File: src/rtl/alu_seq.sv
// Registered 16-bit-class ALU with valid/ready handshake and a multi-cycle shift-add multiply.
// Optional status flags are built only when ALU_SEQ_FLAGS_EN is defined; otherwise the flags are tied to 0.
module alu_seq #(
  parameter int WIDTH = 16,
  parameter int CNT_W = 5
) (
  input  logic             clk,
  input  logic             rst,
  input  logic             in_valid,
  output logic             in_ready,
  input  logic [WIDTH-1:0] A,
  input  logic [WIDTH-1:0] B,
  input  logic [2:0]       ALU_Sel,
  output logic             out_valid,
  input  logic             out_ready,
  output logic [WIDTH-1:0] ALU_Result,
  output logic             flag_z,
  output logic             flag_n,
  output logic             flag_c,
  output logic             flag_v,
  output logic             busy
);

  typedef enum logic {IDLE, MUL} state_t;

  localparam logic [2:0] OP_ADD  = 3'b000;
  localparam logic [2:0] OP_SUB  = 3'b001;
  localparam logic [2:0] OP_NOT  = 3'b010;
  localparam logic [2:0] OP_AND  = 3'b011;
  localparam logic [2:0] OP_OR   = 3'b100;
  localparam logic [2:0] OP_XOR  = 3'b101;
  localparam logic [2:0] OP_XNOR = 3'b110;
  localparam logic [2:0] OP_MUL  = 3'b111;

  localparam logic [CNT_W-1:0] LAST_STEP = CNT_W'(WIDTH - 1);

  state_t               state_q, state_d;
  logic [WIDTH-1:0]     result_q, result_d;
  logic                 out_valid_q, out_valid_d;
  logic [2*WIDTH-1:0]   acc_q, acc_d;
  logic [2*WIDTH-1:0]   mcand_q, mcand_d;
  logic [WIDTH-1:0]     mplr_q, mplr_d;
  logic [CNT_W-1:0]     cnt_q, cnt_d;
  logic [2*WIDTH-1:0]   acc_next;

  assign in_ready   = (state_q == IDLE) && (!out_valid_q || out_ready);
  assign out_valid  = out_valid_q;
  assign ALU_Result = result_q;
  assign busy       = (state_q == MUL);

  always_comb begin
    state_d     = state_q;
    result_d    = result_q;
    out_valid_d = out_valid_q;
    acc_d       = acc_q;
    mcand_d     = mcand_q;
    mplr_d      = mplr_q;
    cnt_d       = cnt_q;
    acc_next    = acc_q + (mplr_q[0] ? mcand_q : '0);

    if (out_valid_q && out_ready) out_valid_d = 1'b0;

    case (state_q)
      IDLE: begin
        if (in_valid && in_ready) begin
          if (ALU_Sel == OP_MUL) begin
            mcand_d     = {{WIDTH{1'b0}}, A};
            mplr_d      = B;
            acc_d       = '0;
            cnt_d       = '0;
            out_valid_d = 1'b0;
            state_d     = MUL;
          end else begin
            out_valid_d = 1'b1;
            case (ALU_Sel)
              OP_ADD:  result_d = A + B;
              OP_SUB:  result_d = A - B;
              OP_NOT:  result_d = ~A;
              OP_AND:  result_d = A & B;
              OP_OR:   result_d = A | B;
              OP_XOR:  result_d = A ^ B;
              OP_XNOR: result_d = ~(A ^ B);
              default: ;
            endcase
          end
        end
      end
      MUL: begin
        // One partial product per edge; the last step's add is folded into the result load.
        acc_d   = acc_next;
        mcand_d = mcand_q << 1;
        mplr_d  = mplr_q >> 1;
        cnt_d   = cnt_q + 1'b1;
        if (cnt_q == LAST_STEP) begin
          result_d    = acc_next[WIDTH-1:0];
          out_valid_d = 1'b1;
          state_d     = IDLE;
        end
      end
      default: state_d = IDLE;
    endcase
  end

  always_ff @(posedge clk or posedge rst) begin
    if (rst) begin
      state_q     <= IDLE;
      result_q    <= '0;
      out_valid_q <= 1'b0;
      acc_q       <= '0;
      mcand_q     <= '0;
      mplr_q      <= '0;
      cnt_q       <= '0;
    end else begin
      state_q     <= state_d;
      result_q    <= result_d;
      out_valid_q <= out_valid_d;
      acc_q       <= acc_d;
      mcand_q     <= mcand_d;
      mplr_q      <= mplr_d;
      cnt_q       <= cnt_d;
    end
  end

`ifdef ALU_SEQ_FLAGS_EN
  logic       load_op, load_mul;
  logic [3:0] flags_q, flags_d;

  assign load_op  = in_valid && in_ready && (ALU_Sel != OP_MUL);
  assign load_mul = (state_q == MUL) && (cnt_q == LAST_STEP);

  // Flags are {z, n, c, v}; carry on ADD is detected as unsigned wrap of the result.
  always_comb begin
    flags_d = flags_q;
    if (load_op || load_mul) begin
      flags_d[3] = (result_d == '0);
      flags_d[2] = result_d[WIDTH-1];
      flags_d[1] = 1'b0;
      flags_d[0] = 1'b0;
      if (load_mul) begin
        flags_d[1] = |acc_next[2*WIDTH-1:WIDTH];
      end else if (ALU_Sel == OP_ADD) begin
        flags_d[1] = (result_d < A);
        flags_d[0] = (A[WIDTH-1] == B[WIDTH-1]) && (result_d[WIDTH-1] != A[WIDTH-1]);
      end else if (ALU_Sel == OP_SUB) begin
        flags_d[1] = (A < B);
        flags_d[0] = (A[WIDTH-1] != B[WIDTH-1]) && (result_d[WIDTH-1] != A[WIDTH-1]);
      end
    end
  end

  always_ff @(posedge clk or posedge rst) begin
    if (rst) flags_q <= '0;
    else     flags_q <= flags_d;
  end

  assign flag_z = flags_q[3];
  assign flag_n = flags_q[2];
  assign flag_c = flags_q[1];
  assign flag_v = flags_q[0];
`else
  assign flag_z = 1'b0;
  assign flag_n = 1'b0;
  assign flag_c = 1'b0;
  assign flag_v = 1'b0;
`endif

endmodule

File: config.mk
export PLATFORM = sky130hd
export DESIGN_NAME = alu_seq
export DESIGN_NICKNAME = d
export VERILOG_FILES = /design/src/rtl/alu_seq.sv
export SDC_FILE = /design/constraint.sdc
export NUM_CORES = 1
export LEC_CHECK = 0
export ABC_AREA = 0
export BUFFER_PORTS_ARGS = -buffer_cell sky130_fd_sc_hd__buf_2
export CAP_MARGIN = 10
export CORE_MARGIN = 2
export CORE_UTILIZATION = 30
export DETAILED_ROUTE_END_ITERATION = 8
export GPL_TIMING_DRIVEN = 0
export PLACE_DENSITY = 0.45
export SLEW_MARGIN = 5
export SYNTH_ARGS = -nofsm -noshare
export SYNTH_HDL_FRONTEND = slang
export SYNTH_SLANG_ARGS = --single-unit
File: constraint.sdc
create_clock -name clk -period 3.1 [get_ports clk]
set_input_delay 0.62 -clock clk [delete_from_list [all_inputs] [get_ports clk]]
set_output_delay 0.62 -clock clk [all_outputs]
set_load 0.02 [all_outputs]
==> flow_summary.json, run 1 <==
{
  "status": "complete, but fails checks",
  "violations": "negative setup slack",
  "required_ps": 3290,
  "drtIter0Drc": 384,
  "root_buffer": "clkbuf_16",
  "overflow": 0,
  "clk_path_buf_depth": 2,
  "drc": 0,
  "layout_setup_ws_ps": -73.16,
  "rsz0062_at_grt": "yes",
  "die_h_um": 147.6,
  "layout_common_cells": "nor2_1 (74), dfrtp_1 (71), ha_1 (60), buf_2 (59), nand2_1 (52)",
  "fin_skew_ps": 9.232,
  "slowest_stage": "o311a_1",
  "synth-compound-area-share_pct": 27.12,
  "hp-class": "in2async",
  "row_count": 52,
  "async_flop_share_pct": 100.0,
  "grt_pass1_vias": 5854,
  "grt_max_degree": 60,
  "cts_sinks": 71,
  "placed_cells": 1071,
  "r2r_slack_ps": 120,
  "maxCapViolCount": 0,
  "r2r_end": "ALU_Result[15]$_DFFE_PP0P_",
  "htree_levels": 3,
  "path_max_fanout": 5,
  "fp.dieW_um": 147.6,
  "cts-hold-fix-buffers": 0,
  "synth_edf_count": 0,
  "initial_utilization_pct": 30.55,
  "period_minus_slack_ps": 3173,
  "path_clk_slew_ps": 60,
  "path_cells": "buf_4 -> or2_4 -> o41ai_4 -> xnor2_1 -> ha_2 -> o211a_4 -> o21ai_4 -> a211oi_4 -> nor2b_2 -> o311a_1 -> o311ai_4 -> a31oi_1",
  "avgRoutedWirePerCell_um": 19.65,
  "antenna_cells": 0,
  "synth_cells": 740,
  "yosys_warnings": 0,
  "synth_top_family_by_area": "compound AO/OA/AOI/OAI gates",
  "fmax_ghz": 0.3151,
  "drive_above_1_share_pct": 19.40,
  "fin_nets": 936,
  "mostFrequentLayoutCell": "nor2_1",
  "final_cells": 1105,
  "ys_seq_area_share_pct": 28.74,
  "finalCritPeriodShare_pct": 102.4,
  "final_util_pct": 37.89,
  "routabilityCongestion": 0.9093,
  "place_hpwl_um": 16910,
  "dr.pass1.iters": 6,
  "cts_buffers": 9,
  "numPortBuffers": 57,
  "cp-end-kind": "register",
  "cts_tree": "yes",
  "synth_mux_area_share_pct": 3.461,
  "syn_to_final_growth_pct": 24.00,
  "ir_drop_mv": 0.2499,
  "ys_seq_elements": 71,
  "viasPerCell": 5.300,
  "core_um2": 20230,
  "antenna_left": 0,
  "finalSetupViolCount": 2,
  "critPathKind": "in2reg",
  "final_area_um2": 7666,
  "grt_antenna_before_repair": 1,
  "placed_area_um2": 6893,
  "fillers": 2099,
  "p_per_area_nw_per_um2": 738.5,
  "synth_xor_xnor_area_share_pct": 4.817,
  "p_total_uw": 5661,
  "track_usage_pct": 19.90,
  "synth_area_um2": 6182,
  "ys_types": 67,
  "io_pins": 62,
  "crit_path_start_kind": "input port",
  "vias": 5856,
  "crit-reg2reg-launch": "mplr_q[0]$_DFFE_PP0P_",
  "synth_flop_cell": "dfrtp_1",
  "yosys.area_share.simple_pct": 15.85,
  "die-area_um2": 21770,
  "wirelength_um": 21720,
  "syn_avg_cell_area_um2": 8.354,
  "cp.arrival_ps": 3360,
  "worstMarginPinSlew_ps": 1026,
  "insertion_delay_ps": 340,
  "synth_fa_ha_area_share_pct": 13.80,
  "p_leak_uw": 0.003581,
  "r2r_cells": 10,
  "finalHoldViolations": 0,
  "grt_pass1_wl_um": 33470,
  "slew_violations": 0,
  "cpPeakStageDelay_ps": 410,
  "max_slew_margin_pct": 31.13
}
## worst max path at each step
stage                           from                         end  slack [ps]  depth (start not counted)
final                           B[0]  ALU_Result[15]$_DFFE_PP0P_         -70                         12
after detailed placement        B[2]  ALU_Result[15]$_DFFE_PP0P_        -990                         13
after floorplan           ALU_Sel[1]  ALU_Result[12]$_DFFE_PP0P_         -10                         13
after CTS                       B[3]  ALU_Result[14]$_DFFE_PP0P_         -20                         13
after global placement          B[2]  ALU_Result[15]$_DFFE_PP0P_        -970                         13
after global routing            B[4]  ALU_Result[15]$_DFFE_PP0P_        -170                         13
## power breakdown
group | internal, µW | switching [µW] | total, µW
clock network | 731 | 428 | 1160
registers | 1320 | 270 | 1590
logic | 1110 | 1810 | 2910
## worst max-delay path: cells and delay by family
kind	cells	cell delay (ps)
buffers and inverters	1	130
adders and majority gates	1	390
AOI/OAI and AO/OA	7	1720
xor gates and xnor gates	1	130
and+or+nand+nor	2	350
## state kept, by name, indices dropped and copies added (netlist names)
register,count
mplr_q,16
cnt_q,5
mcand_q,16
acc_q,16
out_valid,1
busy,1
ALU_Result,16
## per-stage QoR
stage | TNS, ps | hold slack [ps] | setup WS (ps)
2_1_floorplan | -11.97 | 452.4 | -11.97
3_3_place_gp | -25740 | 464.8 | -972.3
3_5_place_dp | -6523 | 470.3 | -994.6
4_1_cts | -26.40 | 201.8 | -22.13
5_1_grt | -489.3 | 213.4 | -173.2
6_report | -78.85 | 201.0 | -73.16
## routing by layer
metal	vias to the layer above	GRT usage [%]	part of all wire, %
li1	2870	-	-
met1	2818	26.43	46
met2	148	34.44	49
met3	20	2.932	4.0
met4	0	4.135	1.0
met5	-	0	0
## synth_stat cells (all sizes together), types with 9 or more instances
library cell	number	share of area (%)
a211oi	9	1.3
a21o	15	1.8
a21oi	40	3.3
a221o	22	3.6
a31oi	12	1.2
and2	17	1.7
buf	11	0.99
clkbuf	34	2.1
dfrtp	71	29
ha	65	13
inv	51	3.1
mux2i	18	2.9
nand2	53	3.2
nand3	12	0.97
nor2	77	4.7
nor3	13	1.1
o21ai	60	4.9
o22ai	24	2.4
xnor2	30	4.3
## final cells by class
class	instances	area [µm²]	area share (%)
buffer	44	197.7	2.579
clock buffer	10	239.0	3.117
clock inverter	6	92.59	1.208
inverter	51	193.9	2.530
multi-input combinational	576	4320	56.36
sequential	71	1777	23.18
tap	270	337.8	4.407
timing repair buffer	77	508.0	6.626
## logic make-up after synthesis
| kind of cell | after synthesis |
|---|---|
| AO/OA/AOI/OAI | 245 |
| XOR/XNOR | 34 |
| adder cells (fa/ha/maj) | 67 |
| buffers and inverters | 96 |
| flip-flops | 71 |
| multiplexers | 21 |
| other | 1 |
| AND/OR/NAND/NOR | 205 |
## what timing repair did
action                                  in CTS  in global routing
resized for setup                           39                 31
pin swaps                                   25                 30
setup buffers                               12                  7
endpoints found under the setup margin      11                 12
(Power assumes the default switching activity.)
==> run 2: changes to the inputs <==
--- a/config.mk
+++ b/config.mk
@@ -13,6 +13,7 @@
 export DETAILED_ROUTE_END_ITERATION = 8
 export GPL_TIMING_DRIVEN = 0
 export PLACE_DENSITY = 0.45
+export SETUP_SLACK_MARGIN = 0.02
 export SLEW_MARGIN = 5
 export SYNTH_ARGS = -nofsm -noshare
 export SYNTH_HDL_FRONTEND = slang
==> run 2 against run 1 <==
Compared with the run above: the flow still finishes with violations (negative setup slack); cell area decreased by 0.39%; sequential power is essentially flat; total power down 0.85%; cell count is 0.18% higher; non-clock buffer count grew 2; wire length grew 2.2%; clock skew is 5.5 ps lower; worst setup slack improved by 36 ps; largest cell class unchanged.
==> flow_summary.json, run 2 (same netlist as run 1, synthesis figures left out) <==
{
  "cts-hold-fix-buffers": 0,
  "row_count": 52,
  "rsz0062_at_grt": "yes",
  "hold_ws_ps": 197.7,
  "antenna_left": 0,
  "fin_skew_ps": 3.766,
  "die-area_um2": 21770,
  "grt_pass1_wl_um": 33630,
  "slowest_stage": "ha_1",
  "worstMarginPinSlew_ps": 1073,
  "path_clk_slew_ps": 60,
  "fillers": 2053,
  "r2r_cells": 10,
  "cpMostUsedCell": "a21o_1",
  "required_ps": 3380,
  "overflow": 0,
  "insertion_delay_ps": 340,
  "syn_to_final_growth_pct": 23.52,
  "slew_violations": 0,
  "crit-reg2reg-launch": "mplr_q[0]$_DFFE_PP0P_",
  "final_cells": 1107,
  "hp-class": "in2async",
  "pre_cts_ws_ps": -988.3,
  "ir_drop_mv": 0.2468,
  "drc": 0,
  "max_slew_margin_pct": 27.99,
  "numPortBuffers": 57,
  "multi_input_area_um2": 4299,
  "routabilityCongestion": 0.9021,
  "finalSetupViolCount": 2,
  "maxCapViolCount": 0,
  "cts_tree": "yes",
  "crit_path_start_kind": "input port",
  "clk_path_buf_depth": 2,
  "fp.dieW_um": 147.6,
  "regArea_um2": 1777,
  "antenna_cells": 0,
  "violations": "negative setup slack",
  "cp.arrival_ps": 3420,
  "path_cells": "buf_2 -> nor4_4 -> buf_4 -> nand2_4 -> nor3b_4 -> nor2_2 -> xnor2_1 -> ha_1 -> a21o_1 -> a21o_1 -> a41o_1 -> o31ai_4 -> mux2i_2 -> o221a_2",
  "cts_buffers": 9,
  "finalHoldViolations": 0,
  "path_max_fanout": 4,
  "cts_sinks": 71,
  "fmax_ghz": 0.3187,
  "placed_area_um2": 6893,
  "cpLargestDelayFamily": "compound AO/OA/AOI/OAI gates",
  "track_usage_pct": 20.14,
  "r2r_end": "ALU_Result[15]$_DFFE_PP0P_",
  "root_buffer": "clkbuf_16",
  "grt_antenna_before_repair": 0,
  "avgRoutedWirePerCell_um": 20.04,
  "p_leak_uw": 0.003577,
  "cpPeakStageDelay_ps": 330,
  "r2r_slack_ps": 150,
  "worst-path-buf-inv": 2,
  "htree_levels": 3,
  "grt_max_degree": 59,
  "die_h_um": 147.6,
  "layout_setup_ws_ps": -37.36,
  "cp-end-kind": "register",
  "layout_common_cells": "nor2_1 (74), dfrtp_1 (71), ha_1 (62), buf_2 (60), nand2_1 (52)",
  "period_minus_slack_ps": 3137,
  "finalCritPeriodShare_pct": 101.2,
  "critPathKind": "in2reg",
  "place_hpwl_um": 17120,
  "dr.pass1.iters": 5,
  "wirelength_um": 22180,
  "core_um2": 20230,
  "finalSetupTns_ps": -41.09,
  "initial_utilization_pct": 30.55,
  "placed_cells": 1071,
  "p_per_area_nw_per_um2": 735.1,
  "drive_above_1_share_pct": 19.35,
  "viasPerCell": 5.369,
  "vias": 5943,
  "mostFrequentLayoutCell": "nor2_1",
  "status": "complete, but fails checks",
  "final_area_um2": 7636,
  "drtIter0Drc": 507,
  "fin_nets": 938,
  "io_pins": 62,
  "grt_pass1_vias": 5899
}
[run 2: worst max-delay path by stage]
stage / depth (start not counted) / slack [ps] / start / endpoint
5_1_grt: 15 / -150 / B[3] / ALU_Result[15]$_DFFE_PP0P_
2_1_floorplan: 13 / 10 / ALU_Sel[1] / ALU_Result[12]$_DFFE_PP0P_
3_3_place_gp: 13 / -970 / B[2] / ALU_Result[15]$_DFFE_PP0P_
4_1_cts: 14 / -30 / B[3] / ALU_Result[14]$_DFFE_PP0P_
3_5_place_dp: 13 / -990 / B[2] / ALU_Result[15]$_DFFE_PP0P_
6_report: 14 / -40 / B[5] / ALU_Result[14]$_DFFE_PP0P_
[run 2: through the flow]
| stage | power, µW | util (%) |
|---|---|---|
| global route | 6027 | 37.74 |
| floorplan | 3470 | - |
| global placement | 4330 | 33.92 |
| CTS | 5589 | 36.81 |
| finish | 5613 | 37.74 |
| detailed placement | 4393 | 34.07 |
[run 2: power by group]
| group | internal (µW) | total [µW] | switching (µW) |
|---|---|---|---|
| combinational | 1100 | 2940 | 1840 |
| sequential | 1320 | 1590 | 275 |
| clock | 647 | 1080 | 432 |
| total | 3070 | 5610 | 2540 |
[run 2: what timing repair did]
item | in CTS | in global routing
endpoints found under the setup margin | 11 | 13
setup buffers | 12 | 8
cloned | 0 | 1
endpoints found under the hold margin | 0 | 0
pin swaps | 26 | 17
gates resized for setup | 39 | 29
[run 2: cell type report]
cell class              instances  area share, %
clock inverters                 6         0.9012
flip-flops and latches         71          23.27
clock buffers                  10          3.130
plain buffers                  44          2.654
inverters                      51          2.540
well taps                     270          4.424
multi-input cells             576          56.30
repair buffers                 79          6.784
[run 2: per-layer routing]
layer  global-route usage [%]  up-vias  part of all wire, %
met5                        0        -                    0
met4                    5.337        0                  1.1
met3                    2.160       19                  3.6
met2                    35.14      155                   49
met1                    26.56     2891                   47
li1                         -     2878                    -
==> run 3: changes to the inputs <==
--- a/config.mk
+++ b/config.mk
@@ -8,11 +8,13 @@
 export ABC_AREA = 0
 export BUFFER_PORTS_ARGS = -buffer_cell sky130_fd_sc_hd__buf_2
 export CAP_MARGIN = 10
+export CELL_PAD_IN_SITES_DETAIL_PLACEMENT = 0
+export CELL_PAD_IN_SITES_GLOBAL_PLACEMENT = 1
 export CORE_MARGIN = 2
 export CORE_UTILIZATION = 30
 export DETAILED_ROUTE_END_ITERATION = 8
 export GPL_TIMING_DRIVEN = 0
-export PLACE_DENSITY = 0.45
+export PLACE_DENSITY = 0.56
 export SETUP_SLACK_MARGIN = 0.02
 export SLEW_MARGIN = 5
 export SYNTH_ARGS = -nofsm -noshare
==> run 3 against run 2 <==
Compared with the run above: total power fell by 1.6%; clock power fell by 6%; via count fell by 1.5%; combinational power barely moved; cell area fell by 1.8%; register-to-register slack barely moved; the flow still finishes with violations (negative setup slack); non-clock buffer count fell by 5.
==> flow_summary.json, run 3 (same netlist as run 1, synthesis figures left out) <==
{
  "crit_path_start_kind": "input port",
  "grt_antenna_before_repair": 0,
  "path_max_fanout": 10,
  "cp-end-kind": "register",
  "root_buffer": "clkbuf_16",
  "hold_ws_ps": 254.1,
  "syn_to_final_growth_pct": 21.31,
  "p_per_area_nw_per_um2": 736.8,
  "critPathKind": "in2reg",
  "cts_buffers": 9,
  "vias": 5852,
  "layout_setup_ws_ps": -120.1,
  "cpPeakStageDelay_ps": 420,
  "overflow": 0,
  "period_minus_slack_ps": 3220,
  "cts_tree": "yes",
  "dr.pass1.iters": 7,
  "maxCapViolCount": 0,
  "rsz0062_at_grt": "yes",
  "grt_pass1_vias": 5972,
  "fp.dieW_um": 147.6,
  "layout_common_cells": "nor2_1 (74), dfrtp_1 (71), ha_1 (65), buf_2 (60), nand2_1 (53)",
  "drive_above_1_share_pct": 17.69,
  "drc": 0,
  "cts-hold-fix-buffers": 0,
  "finalCritPeriodShare_pct": 103.9,
  "die_h_um": 147.6,
  "ir_drop_mv": 0.2373,
  "max_slew_margin_pct": 31.29,
  "fin_skew_ps": 5.940,
  "viasPerCell": 5.315,
  "fmax_ghz": 0.3105,
  "path_clk_slew_ps": 60,
  "finalHoldViolations": 0,
  "p_leak_uw": 0.003537,
  "slowest_stage": "o311a_1",
  "required_ps": 3280,
  "io_pins": 62,
  "htree_levels": 3,
  "initial_utilization_pct": 30.55,
  "antenna_cells": 0,
  "status": "complete, but fails checks",
  "row_count": 52,
  "drtIter0Drc": 398,
  "finalSetupViolCount": 2,
  "mostFrequentLayoutCell": "nor2_1",
  "slew_violations": 0,
  "cp.arrival_ps": 3400,
  "place_hpwl_um": 17220,
  "path_cells": "buf_2 -> nand2b_4 -> or2_2 -> clkbuf_8 -> o21ai_2 -> xnor2_1 -> ha_1 -> o21a_1 -> o31ai_4 -> a211oi_4 -> nor2b_2 -> o311a_1 -> o311ai_4 -> a31oi_1",
  "numPortBuffers": 57,
  "grt_max_degree": 48,
  "final_area_um2": 7500,
  "hp-class": "in2async",
  "grt_pass1_wl_um": 34290,
  "fin_nets": 933,
  "worstMarginPinSlew_ps": 1024,
  "core_um2": 20230,
  "die-area_um2": 21770,
  "avgRoutedWirePerCell_um": 19.95,
  "clk_path_buf_depth": 2,
  "violations": "negative setup slack",
  "routabilityCongestion": 0.8669,
  "insertion_delay_ps": 340,
  "placed_area_um2": 6893,
  "wirelength_um": 21970,
  "antenna_left": 0,
  "track_usage_pct": 20.59,
  "cts_sinks": 71
}
==> run 3: cell type report <==
cell class / count / area, µm²
Buffer: 45 / 211.5
Tap cell: 270 / 337.8
Clock buffer: 10 / 229.0
Inverter: 51 / 193.9
Multi-Input combinational cell: 576 / 4250
Timing Repair Buffer: 73 / 450.4
Sequential cell: 71 / 1777
Clock inverter: 5 / 50.05
Fill cell: 2091 / 12730
==> run 3: what timing repair did <==
action                     4_1_cts  5_1_grt
pin swaps                       20       19
setup endpoints to repair       10       14
buffers inserted                 9        6
resized for setup               34       20
cloned                           0        0
==> run 3: power breakdown <==
group | switching, µW | leakage [µW] | internal [µW]
clock | 400 | 0.000142 | 613
combinational | 1820 | 0.00251 | 1100
sequential | 279 | 0.000885 | 1320
total | 2500 | 0.00354 | 3030
==> run 3: worst paths after layout <==
check	start	to	slack, ps	cells past startpoint
hold / removal	rst	cnt_q[2]$_DFFE_PP0P_	250	2
hold reg to reg	acc_q[7]$_DFFE_PP0P_	acc_q[7]$_DFFE_PP0P_	490	2
setup reg to reg	mplr_q[0]$_DFFE_PP0P_	ALU_Result[15]$_DFFE_PP0P_	140	10
max in group asynchronous	rst	ALU_Result[10]$_DFFE_PP0P_	2290	3
setup / recovery	ALU_Sel[1]	ALU_Result[15]$_DFFE_PP0P_	-120	14
min in group clk	acc_q[7]$_DFFE_PP0P_	acc_q[7]$_DFFE_PP0P_	490	2
==> run 3: worst max-delay path: cells and delay by family <==
family | cells | cell delay (ps)
buf+inv | 2 | 290
compound gates | 7 | 1540
xor+xnor | 1 | 90
fa+ha+maj | 1 | 340
simple gates | 3 | 500
==> run 3: routing by layer <==
layer,up-vias,global-route usage [%],wire length (µm)
met5,-,0,0
met4,0,6.490,545
met3,39,2.531,960
met2,164,34.21,10300
met1,2796,27.96,10160
li1,2853,-,-
==> run 3: stage by stage <==
| stage | cells | setup slack, ps | util, % | setup TNS (ps) | total power, µW |
|---|---|---|---|---|---|
| floorplan | 743 | 14.11 | - | 0 | 3470 |
| global placement | 1070 | -934.2 | 33.92 | -24960 | 4341 |
| detailed placement | 1071 | -899.3 | 34.07 | -6017 | 4387 |
| CTS | 1095 | -95.91 | 36.54 | -255.7 | 5498 |
| global route | 1101 | -270.7 | 37.06 | -798.4 | 5970 |
| finish | 1101 | -120.1 | 37.06 | -170.9 | 5526 |
